$ cat src/rtl/register_bank_16x20.sv
// Sixteen-entry 20-bit register bank with a writeback port, a PC increment path on r15,
// and a per-register pending scoreboard for multi-cycle results.
module register_bank_16x20 #(
    parameter logic [19:0] PC_RESET = 20'h00000,
    parameter logic [19:0] PC_STEP  = 20'h00001
) (
    input  logic        clk,
    input  logic        rst,
    input  logic        we,
    input  logic [3:0]  waddr,
    input  logic [19:0] wdata,
    input  logic        inc_en,
    input  logic        claim,
    input  logic [3:0]  claim_addr,
    input  logic [3:0]  chk_addr,
    output logic        hazard,
    output logic [15:0] pending,
    output logic [19:0] q0,
    output logic [19:0] q1,
    output logic [19:0] q2,
    output logic [19:0] q3,
    output logic [19:0] q4,
    output logic [19:0] q5,
    output logic [19:0] q6,
    output logic [19:0] q7,
    output logic [19:0] q8,
    output logic [19:0] q9,
    output logic [19:0] q10,
    output logic [19:0] q11,
    output logic [19:0] q12,
    output logic [19:0] q13,
    output logic [19:0] q14,
    output logic [19:0] q15
);

    logic [19:0] regs_r    [16];
    logic [19:0] regs_next_s [16];
    logic [15:0] pending_r;
    logic [15:0] pending_next_s;

    // Register next-state: writeback beats the PC increment on r15.
    always_comb begin
        regs_next_s = regs_r;
        for (int i = 0; i < 16; i++) begin
            if (we && (waddr == 4'(i))) begin
                regs_next_s[i] = wdata;
            end else if ((i == 15) && inc_en) begin
                regs_next_s[i] = regs_r[i] + PC_STEP;
            end else begin
                regs_next_s[i] = regs_r[i];
            end
        end
    end

    // Scoreboard next-state: a claim beats a same-cycle writeback to the same register.
    always_comb begin
        pending_next_s = pending_r;
        for (int i = 0; i < 16; i++) begin
            if (claim && (claim_addr == 4'(i))) begin
                pending_next_s[i] = 1'b1;
            end else if (we && (waddr == 4'(i))) begin
                pending_next_s[i] = 1'b0;
            end else begin
                pending_next_s[i] = pending_r[i];
            end
        end
    end

    // Bank and scoreboard state; reset aborts any in-flight update.
    always_ff @(posedge clk or posedge rst) begin
        if (rst) begin
            for (int i = 0; i < 15; i++) begin
                regs_r[i] <= 20'h00000;
            end
            regs_r[15] <= PC_RESET;
            pending_r  <= 16'h0000;
        end else begin
            regs_r    <= regs_next_s;
            pending_r <= pending_next_s;
        end
    end

    // Hazard looks only at registered scoreboard state, never at same-cycle claim/we.
    assign hazard  = pending_r[chk_addr];
    assign pending = pending_r;

    assign q0  = regs_r[0];
    assign q1  = regs_r[1];
    assign q2  = regs_r[2];
    assign q3  = regs_r[3];
    assign q4  = regs_r[4];
    assign q5  = regs_r[5];
    assign q6  = regs_r[6];
    assign q7  = regs_r[7];
    assign q8  = regs_r[8];
    assign q9  = regs_r[9];
    assign q10 = regs_r[10];
    assign q11 = regs_r[11];
    assign q12 = regs_r[12];
    assign q13 = regs_r[13];
    assign q14 = regs_r[14];
    assign q15 = regs_r[15];

endmodule
$ cat config.mk
export PLATFORM = sky130hd
export DESIGN_NAME = register_bank_16x20
export DESIGN_NICKNAME = d
export VERILOG_FILES = /design/src/rtl/register_bank_16x20.sv
export SDC_FILE = /design/constraint.sdc
export NUM_CORES = 1
export LEC_CHECK = 0
export CAP_MARGIN = 20
export CORE_MARGIN = 4
export CORE_UTILIZATION = 28
export CTS_BUF_LIST = sky130_fd_sc_hd__clkbuf_8
export DETAILED_ROUTE_END_ITERATION = 10
export HOLD_SLACK_MARGIN = 0.15
export PLACE_DENSITY_LB_ADDON = 0.3
export RECOVER_POWER = 100
export SLEW_MARGIN = 20
export SYNTH_ARGS = -nofsm -noshare
export SYNTH_HDL_FRONTEND = slang
export SYNTH_SLANG_ARGS = --single-unit
$ cat constraint.sdc
create_clock -name clk -period 10.94 [get_ports clk]
set_clock_uncertainty 0.15 [all_clocks]
set_input_delay 1.641 -clock clk [delete_from_list [all_inputs] [get_ports clk]]
set_output_delay 1.641 -clock clk [all_outputs]
set_load 0.05 [all_outputs]
-- After elaboration in Yosys (flattened, before gate mapping)
Cells that the tools add are included.
- register bits after elaboration: 336
- input bits: 37
- output and inout port bits: 337
- word-level logic and storage cells: 151
- add/subtract/negate cells: 1
- magnitude comparators: 1
- equal/unequal tests: 30
- muxes and demuxes: 36
- reduce and logical (&&, ||, !) cells: 51
- operators by type and width (operator ; number):
    $eq 4x4->1 const B ; 16
    $mux 20 ; 2
    $reduce_bool 2->1 ; 17
    $mux 1 ; 33
    $eq 4x3->1 const B ; 8
    $logic_and 1x1->1 ; 32
    $add 20x1->20 const B ; 1
    $eq 4x2->1 const B ; 4
    $eq 4x1->1 const B ; 2
    $logic_not 4->1 ; 2
    $lt 4x5->1 const B ; 1
    $bmux 1 s4 ; 1

-- Depth between registers and ports, before layout
- depth in word-level cells: 4
- gate-level depth with buffers: 6
- mapped depth without buffers: 5

-- Worst setup path before layout
OpenSTA, ideal clock, no wires.
- path kind: input to output
- start point: input chk_addr[0]
- end point: output hazard
- data arrival time: 2.735 ns
- required time: 9.149 ns
- path slack: 6.414 ns
- stages: 2
- buffers on the path: 0
- cell sequence: mux4_2 -> mux4_2
- longest elaborated chain between the ends: 2
- ends and longest elaborated chain (element ; RTL line ; RTL):
    start, declared ; 15 ; input logic [3:0] chk_addr,
    $bmux 1 s4 ; 84 ; assign hazard = pending_r[chk_addr];
    $mux 1 (implied by the code) ; 84 ;
    end, declared ; 16 ; output logic hazard,
Every way passes these cells. The select of a mux whose other input is x is not followed.

==> impl_metrics.ini <==
[floorplan]
rows = 79
die-height_um = 226
die_wd_um = 226
boundaryPins = 374
effective_utilization_at_floorplan_pct = 28.5
floorplan.core_area_mm2 = 0.0469
design.die.area_mm2 = 0.0512

[run_status]
outcome = complete, but fails checks
failed_checks = max-capacitance violations, max-slew violations

[timing]
worst-slew-pin-transition_ns = 4.11
finalSetupViolations = 0
period_needed_ns = 6.04
timing.fmax_ghz = 0.166
timing.max_slew.rel_slack_pct = -174
number_of_endpoints_with_negative_hold_slack_in_the_final_report = 0
rsz0062_at_grt = false
final.hold.worst_slack_ns = 0.339
slew_violations = 333
fin_tns_setup_ns = 0
period_share_pct = 55.2

[final_layout]
final_net_count = 1286
layoutNonFillerInstCount = 1899
proportion_of_layout_cells_with_a_drive_suffix_above_1_pct = 27.9
final_cell_mix = dlygate4sd3_1, dfrtp_1, mux2_2, clkbuf_8, mux2_1
area_added_between_synthesis_and_finish_pct = 39.7
area.sequential_mm2 = 0.00841
fill_cells = 4521
multi_input_area_mm2 = 0.00442
utilization_pct = 39.8
layout.cells.most_common = dlygate4sd3_1

[global_routing]
gr-total-overflow = 0
globalRouteMet3Util_pct = 4.63
grt.met1_usage_pct = 20.8
grt_use_met2_pct = 27.6
grt_pass1_vias = 9516
antenna_found_initial = 3
grt_pass1_wl_um = 63400
pin_count_of_the_biggest_net_entering_global_routing = 164
gr-usage-all-layers_pct = 16.6
busiest_layer = met2

[placement]
port_buffers = 373
dp.cells = 1793
place_hpwl_um = 29900
gp_routability_congestion = 0.789

[critical_path]
rr_startpoint = q15[4]$_DFFE_PP0P_
worst_setup_path_startpoint = rst
setup.worst_path.start_class = input port
slowest_stage = clkbuf_2
endpoint_arrival_time_on_the_critical_path_ns = 5.66
worstSetupPathType = input port to async pin
critPathCaptureType = async pin
worstPathMaxFanout = 163
critical_path.cell_chain = dlygate4sd3_1, clkinvlp_2, clkbuf_2
slowest_delay_ns = 2.78
worstPathRequired_ns = 10.56

[synthesis]
synthesis.yosys.warnings = 0
yosys.area.top_type_share_pct = 63.1
synth-seq-cells = 336
post_synth.cell_area_avg_um2 = 15.5
netlist_instances = 861
synth_largest_area_cell = dfrtp_1
ys_top_cells_by_area = dfrtp_1, mux2_2, mux2_4
distinct_cell_type_count_after_synthesis = 42
syn-num-nets = 899
yosysSeqAreaShare_pct = 63.1
syn_area_mm2 = 0.0133

[route]
dr_total_vias = 8821
drc = 0
wire_per_inst_um = 22.7
detail_route.iter0.violations = 439
detail_route.first_pass.iterations = 6
route.antenna.remaining_nets = 0
vias_per_cell = 4.65
totalWireLength_um = 43200

[clocking]
ctsRootBufferMaster = clkbuf_8
postCtsSetupBuffers = 0
cts_max_path_bufs = 3
cts_hold_buffers = 0
ctsHtreeMaxLevel = 2
tritoncts = done
cts_made_buffers = 59
cts_num_sinks = 336
clkTransAtPathRegs_ns = 0.06
clock_latency_ns = 0.62
cts_resized = 0

[flow_run]
cap_viol_max_count = 10

[power_and_ir_drop]
static-leakage-power_nw = 8.24
worst_ir_drop_vdd_mv = 0.132
cellPowerDensity_mw_per_mm2 = 264

[min_path]
hp-start = q4[13]$_DFFE_PP0P_
timing.hold.worst.class = register to register
-- layout make-up --
type	instances	share of cell area (%)
flip-flops and latches	336	45.1
multi-input cells	461	23.7
repair buffers	384	20.4
clock buffers	74	5.47
well taps	607	4.08
clock inverters	29	1.07
inverters	6	0.128
diodes	2	0.0269
-- stage by stage --
| stage | area [um^2] | setup slack, ns | total power [mW] |
|---|---|---|---|
| global placement | 17700 | 5.17 | 3.90 |
| floorplan | 13300 | 4.66 | 3.11 |
| global route | 18600 | 4.04 | 5.14 |
| finish | 18600 | 4.90 | 4.92 |
| CTS | 18900 | 5.13 | 5.15 |
| detailed placement | 17700 | 5.13 | 3.92 |
-- cell families (layout without fill, tap and decap cells) --
kind of cell             count (synthesis)  count (layout)  synth area share (%)
AO/OA/AOI/OAI                           48              48                  2.17
buffers and inverters                   64             493                  2.42
multiplexers                           306             306                  27.3
adder cells (fa/ha/maj)                  1               1                0.0938
XOR/XNOR                                12              12                 0.788
flip-flops                             336             336                  63.1
AND/OR/NAND/NOR                         94              94                  4.14
other                                    0               2                     0
-- metal layers --
| layer | part of all wire [%] | wire (um) |
|---|---|---|
| met2 | 50 | 21400 |
| met5 | 0 | 0 |
| met3 | 7.1 | 3070 |
| met1 | 41 | 17700 |
| met4 | 2.4 | 1030 |
-- synthesized netlist by cell type, drive strengths merged --
cell type    n
o211ai       3
buf         35
nand4b       1
mux4         5
nand2       33
or3          2
and2         3
o31ai        2
nand2b       4
a31oi        1
ha           1
a32o         4
inv          6
o32ai        1
nand3       16
o311ai       3
xnor2        4
nand3b       4
clkbuf      23
nor2b        1
o21ai       31
nand4        5
a21oi        3
or4b         2
and3         3
nor2        11
and4         4
mux2       300
nor3b        2
xor2         8
mux2i        1
dfrtp      336
or4          3
-- power by group --
group          total (mW)  internal, mW  switching, mW  leakage, nW
sequential           1.71          1.54          0.172         4.12
combinational        2.02         0.607           1.41         3.42
clock                1.19         0.674          0.520        0.698
-- worst paths after layout --
kind / cells past startpoint / slack [ns] / end
worst max-delay path: 3 / 4.90 / q7[17]$_DFFE_PP0P_
worst min register to register: 1 / 0.34 / q4[13]$_DFFE_PP0P_
worst max register to register: 4 / 8.96 / q15[15]$_DFFE_PP0P_
worst min-delay path: 1 / 0.34 / q4[13]$_DFFE_PP0P_
min in group asynchronous: 2 / 1.37 / q11[0]$_DFFE_PP0P_
max in group clk: 4 / 5.09 / hazard
-- worst max-delay path, delay by kind of cell --
family	cells	cell delay, ns
buf+inv	3	3.71
Note: power is estimated with default switching activity, not from simulation.
